`config.mk`:
```
export PLATFORM = sky130hd
export DESIGN_NAME = debounce
export DESIGN_NICKNAME = d
export VERILOG_FILES = /design/src/rtl/debounce.sv
export SDC_FILE = /design/constraint.sdc
export NUM_CORES = 1
export LEC_CHECK = 0
export BUFFER_PORTS_ARGS = -buffer_cell sky130_fd_sc_hd__buf_4
export CAP_MARGIN = 5
export CORE_MARGIN = 5
export CORE_UTILIZATION = 62
export CTS_BUF_LIST = sky130_fd_sc_hd__clkbuf_8
export DETAILED_ROUTE_END_ITERATION = 6
export PLACE_DENSITY = 0.84
export SYNTH_ARGS = -nofsm -noshare
export SYNTH_HDL_FRONTEND = slang
export SYNTH_SLANG_ARGS = --single-unit
```
`constraint.sdc`:
```
create_clock -name i_clk -period 2.3 [get_ports i_clk]
set_clock_uncertainty 0.1 [all_clocks]
set_input_delay 0.23 -clock i_clk [delete_from_list [all_inputs] [get_ports i_clk]]
set_output_delay 0.23 -clock i_clk [all_outputs]
set_load 0.02 [all_outputs]
```
`src/rtl/debounce.sv`:
```
// rtl/debounce.sv - button/switch debouncer: input synchronizer, stability counter, registered level and edge pulses
module debounce #(
    parameter int DELAY       = 1_000_000,
    parameter int SYNC_STAGES = 2
) (
    input  logic i_clk,
    input  logic i_rstn,
    input  logic i_btn_in,
    output logic o_btn_db,
    output logic o_btn_rise,
    output logic o_btn_fall
);

    localparam int             CW   = $clog2(DELAY + 1);
    localparam logic [CW-1:0]  LAST = CW'(DELAY - 1);

    logic [SYNC_STAGES-1:0] r_sync;
    logic [CW-1:0]          r_cnt;
    logic                   w_btn_sync;
    logic                   w_differs;
    logic                   w_expire;

    assign w_btn_sync = r_sync[SYNC_STAGES-1];
    assign w_differs  = w_btn_sync ^ o_btn_db;
    assign w_expire   = w_differs && (r_cnt == LAST);

    always_ff @(posedge i_clk) begin
        if (!i_rstn) begin
            r_sync <= '0;
        end else begin
            r_sync <= {r_sync[SYNC_STAGES-2:0], i_btn_in};
        end
    end

    // Count consecutive clocks on which the synchronized level differs from
    // the output; any agreement restarts the count.
    always_ff @(posedge i_clk) begin
        if (!i_rstn) begin
            r_cnt <= '0;
        end else if (!w_differs || w_expire) begin
            r_cnt <= '0;
        end else if (r_cnt != '1) begin
            r_cnt <= r_cnt + 1'b1;
        end
    end

    always_ff @(posedge i_clk) begin
        if (!i_rstn) begin
            o_btn_db   <= 1'b0;
            o_btn_rise <= 1'b0;
            o_btn_fall <= 1'b0;
        end else begin
            o_btn_rise <= w_expire & w_btn_sync;
            o_btn_fall <= w_expire & ~w_btn_sync;
            if (w_expire) begin
                o_btn_db <= w_btn_sync;
            end
        end
    end

endmodule

```
-- Yosys cells after proc, flatten, opt, wreduce, memory -nomap -nowiden
Index checks and enable logic that the tools add are counted.
Widths: inputs -> output; s select.
- register bits: 25
- input port bits: 3
- add/sub/neg operators: 1
- eq/ne operators: 2
- bitwise logic cells: 5
- reductions and logical operators: 4
- operator list (operator ; number):
    $add 20x1->20 const B ; 1
    $eq 20x20->1 const B ; 1
    $ne 20x20->1 const B ; 1
    $and 1x1->1 ; 2
    $not 1->1 ; 2
    $reduce_or 2->1 ; 1
    $logic_and 1x1->1 ; 1
    $logic_not 1->1 ; 1
    $logic_or 1x1->1 ; 1
    $xor 1x1->1 ; 1

-- Longest topological paths before layout
- word-level depth: 4
- gate-level depth with buffers: 7

-- Least setup slack after synthesis
Ideal clock, no wire load.
- path type: register -> register
- start point: register r_cnt[0]
- end point: register r_cnt[14]
- setup time: 0.070 ns
- data arrival time: 1.711 ns
- data required time: 2.130 ns
- slack: 0.419 ns
- cell stages (with the launch flop): 8
- buffers on the path: 2
- clock period less this slack: 1.881 ns
- cells stage by stage: dfxtp_1 ha_1 buf_2 nand4_1 or3_1 clkbuf_2 or3_1 a21oi_1
- longest elaborated chain between the ends: 4
- elaborated cells on any way between the ends: 6
- those cells by class: add/sub: 1; eq/ne: 2; reduce/logical: 3
- ends and longest elaborated chain (what ; RTL line ; RTL):
    from (decl) ; 18 ; logic [CW-1:0] r_cnt;
    from (signal assigned) ; 43 ; r_cnt <= r_cnt + 1'b1;
    parallel branches: the longest is 4 deep, another holds $add 20x1->20 ; -- ;
Several ways; the timed one is not identified.
A chain may end at the register's enable or synchronous reset.

-- Final worst setup path
- start point: register r_cnt[2]
- end point: register r_cnt[10]
Same word-level chain as after synthesis.

==> Flow_metrics.wiki <==
{| class="wikitable"
! Metric !! Value
|-
| Vertical die dimension || 56.3 um
|-
| Total setup violations reported at the end of the flow || 0
|-
| Total CTS buffers || 3
|-
| Critical-path maximum fanout || 11
|-
| Post-CTS repair timing setup buffer count || 0
|-
| Largest cells by area after synthesis || sky130_fd_sc_hd__dfxtp_1 (38%), sky130_fd_sc_hd__a21oi_1 (5.3%), sky130_fd_sc_hd__nor3_1 (4.5%), sky130_fd_sc_hd__mux2i_1 (3.8%), sky130_fd_sc_hd__nand4_1 (3.8%)
|-
| Vias post-DR || 1322
|-
| Final Hold Viols || 0
|-
| Ys async rst share || 0%
|-
| Status || completed
|-
| Type of the tightest min-delay check || in -> reg
|-
| Root buffer cell || sky130_fd_sc_hd__clkbuf_8
|-
| Wire per inst || 16.3 um
|-
| HPWL after DPL || 2320 um
|-
| Pin count of the biggest net entering global routing || 14
|-
| Fraction of layout instances using a drive strength above 1 || 13.3%
|-
| Total global routing overflow || 0
|-
| Via density per instance || 6.85
|-
| Number of cells produced by synthesis || 159
|-
| Port Buf Inserts || 5
|-
| Total of max-cap violations || 0
|-
| Area share of the largest cell type after synthesis || 37.6%
|-
| Synthesized area per cell || 8.37 sq um
|-
| Area overhead of the layout relative to synthesis || 8.36%
|-
| Final antenna diode count || 0
|-
| First-pass GRT wire length || 5510 um
|-
| Worst slew pin tran || 0.673 ns
|-
| Wire length after detailed routing || 3140 um
|-
| Highest Signal Layer || met4
|-
| Total Routing Usage GR || 21.4%
|-
| Remaining max-slew budget at the tightest pin || 54.5%
|-
| Largest buffer count on any clock path || 2
|-
| Kind of capture point of the worst setup path || flip-flop
|-
| Setup CP Type || reg -> reg
|-
| Detail Route Antenna Nets || 0
|-
| Top-Level Pins || 6
|-
| Insertion delay of the later-clocked pin in the worst-skew pair || 0.27 ns
|-
| Routed met1 length || 1330 um
|-
| Via count of the first global-routing pass || 1251
|-
| H-Tree Depth || 1
|-
| RD Place Congestion || 0.838
|-
| Power per unit of standard cell area || 489 mW/mm^2
|-
| Die Footprint || 0.00317 sq mm
|-
| Number of nets in the layout || 171
|-
| Clk slew on worst S/H paths || 0.09 ns
|-
| Summed instance area of the synthesized netlist || 0.00133 sq mm
|-
| Leading register cell type out of synthesis || sky130_fd_sc_hd__dfxtp_1
|-
| Cell accounting for the most synthesized area || sky130_fd_sc_hd__dfxtp_1
|-
| Worst-case vdd ir drop || 0.000297 V
|-
| Drt first pass iters || 4
|-
| Number of hold-repair buffers added at the cts stage || 0
|-
| Number of cell rows || 16
|-
| Horiz. Die Dim || 56.3 um
|-
| Number of clock sinks || 25
|-
| Violation count after the first detailed-routing iteration || 52
|-
| Synthesized netlist net count || 163
|-
| Static power due to leakage || 0.433 nW
|-
| Max-slew violation count || 0
|-
| Final-layout worst hold slack || 0.0796 ns
|-
| Seq/Total Area, Yosys || 37.6%
|-
| Wire length on met2 || 1470 um
|-
| Core Box Area || 0.00200 sq mm
|-
| # resized after CTS || 0
|-
| Min Clock Period, post-route || 1.95 ns
|-
| Final critical-path share of the clock period || 84.8%
|-
| Setup repair after global routing missed its margin || false
|-
| Clock tree from TritonCTS || built
|-
| Met3 routed WL || 250 um
|-
| Critical path startpoint category || flip-flop
|-
| DRC violations left || 0
|-
| Initial antenna violation count || 0
|-
| Starting utilization of the core area || 66.5%
|-
| Number of warnings reported in the yosys synthesis log || 0
|-
| Post-synthesis cell type count || 40
|-
| Filler Cells Inserted || 163
|-
| CP Data Required Time || 2.36 ns
|-
| Number of flops mapped to enable cells by yosys || 0
|-
| Endpoint arrival time on the critical path || 2.01 ns
|-
| Number of synthesized register bits || 25
|-
| Setup total negative slack || 0 ns
|-
| Maximum frequency from static timing analysis || 513 MHz
|}
==> cells in the mapped netlist (all sizes together), types with 6 or more instances <==
library cell / instances
nand3: 9
a31oi: 6
dfxtp: 25
nor2: 10
nand2: 7
nor3: 12
nand4: 8
inv: 7
a21oi: 14
or3: 6
==> flip-flops by register name (all words and copies together) (netlist names) <==
| name | cells |
|---|---|
| o_btn_db | 1 |
| o_btn_fall | 1 |
| o_btn_rise | 1 |
| r_cnt | 20 |
| r_sync | 2 |
==> power by group <==
group	total, mW	switching [mW]	internal [mW]	leakage, nW
logic	0.0154	0.00912	0.00627	0.205
registers	0.436	0.00120	0.435	0.202
clock network	0.254	0.134	0.119	0.0269
==> worst paths after layout <==
kind / end / depth (start not counted) / from / slack (ns)
worst min register to register: r_sync[1] / 1 / r_sync[0] / 0.35
worst max register to register: r_cnt[10] / 5 / r_cnt[2] / 0.35
worst min-delay path: r_sync[0] / 2 / i_btn_in / 0.08
worst max-delay path: r_cnt[10] / 5 / r_cnt[2] / 0.35
==> layout make-up <==
| cell class | instances | area [sq um] | area share (%) |
|---|---|---|---|
| Inverter | 7 | 26.3 | 1.82 |
| Timing Repair Buffer | 11 | 82.6 | 5.72 |
| Sequential cell | 25 | 500 | 34.7 |
| Tap cell | 27 | 33.8 | 2.34 |
| Clock inverter | 1 | 3.75 | 0.260 |
| Multi-Input combinational cell | 119 | 754 | 52.3 |
| Clock buffer | 3 | 41.3 | 2.86 |
==> stage by stage <==
step,area (sq um),cells,power (mW),setup slack (ns),utilization [%]
floorplan,1330,159,0.455,0.419,-
global placement,1400,189,0.460,0.458,69.8
detailed placement,1400,189,0.461,0.375,69.8
CTS,1440,193,0.706,0.372,72.1
global route,1440,193,0.733,0.205,72.1
finish,1440,193,0.705,0.351,72.1
==> layer usage <==
layer  up-vias  global-route usage (%)
li1        624                       -
met1       622                    27.3
met2        63                    33.2
met3        13                    4.13
met4         0                    12.9
met5         -                       0
==> critical path: stages, from the launching register on <==
cell,delay [ns]
sky130_fd_sc_hd__dfxtp_1,0.45
sky130_fd_sc_hd__and4_1,0.41
sky130_fd_sc_hd__nand4_1,0.26
sky130_fd_sc_hd__o21ai_2,0.30
sky130_fd_sc_hd__buf_4,0.24
sky130_fd_sc_hd__nor3_1,0.07
==> cells in the final DEF, fill, tap and decap left out, drive strengths merged <==
| master | netlist | routed |
|---|---|---|
| or3 | 6 | 6 |
| a31oi | 6 | 6 |
| clkbuf | 3 | 3 |
| dfxtp | 25 | 25 |
| or4 | 4 | 4 |
| xnor2 | 1 | 1 |
| nor4b | 3 | 3 |
| o41ai | 2 | 2 |
| o31ai | 3 | 3 |
| a211oi | 3 | 3 |
| ha | 1 | 1 |
| nor4 | 1 | 1 |
| nand2 | 7 | 7 |
| inv | 7 | 8 |
| nand4 | 8 | 8 |
| a2111oi | 1 | 1 |
| o21a | 1 | 1 |
| o21ai | 5 | 5 |
| o211ai | 3 | 3 |
| and3 | 5 | 5 |
| buf | 5 | 11 |
| nor2 | 10 | 10 |
| mux2i | 5 | 5 |
| and2 | 3 | 3 |
| and4 | 4 | 4 |
| nor3 | 12 | 12 |
| a21boi | 1 | 1 |
| nand3 | 9 | 9 |
| a21oi | 14 | 14 |
| a311oi | 1 | 1 |
==> cells by family after synthesis <==
kind of cell / after synthesis / synth area share [%]
AOI/OAI and AO/OA: 40 / 19.1
xor gates and xnor gates: 1 / 0.658
adders and majority gates: 1 / 0.940
buffers and inverters: 15 / 5.73
DFF: 25 / 37.6
muxes: 5 / 3.76
and+or+nand+nor: 72 / 32.2
Note: power is estimated with default switching activity, not from simulation.
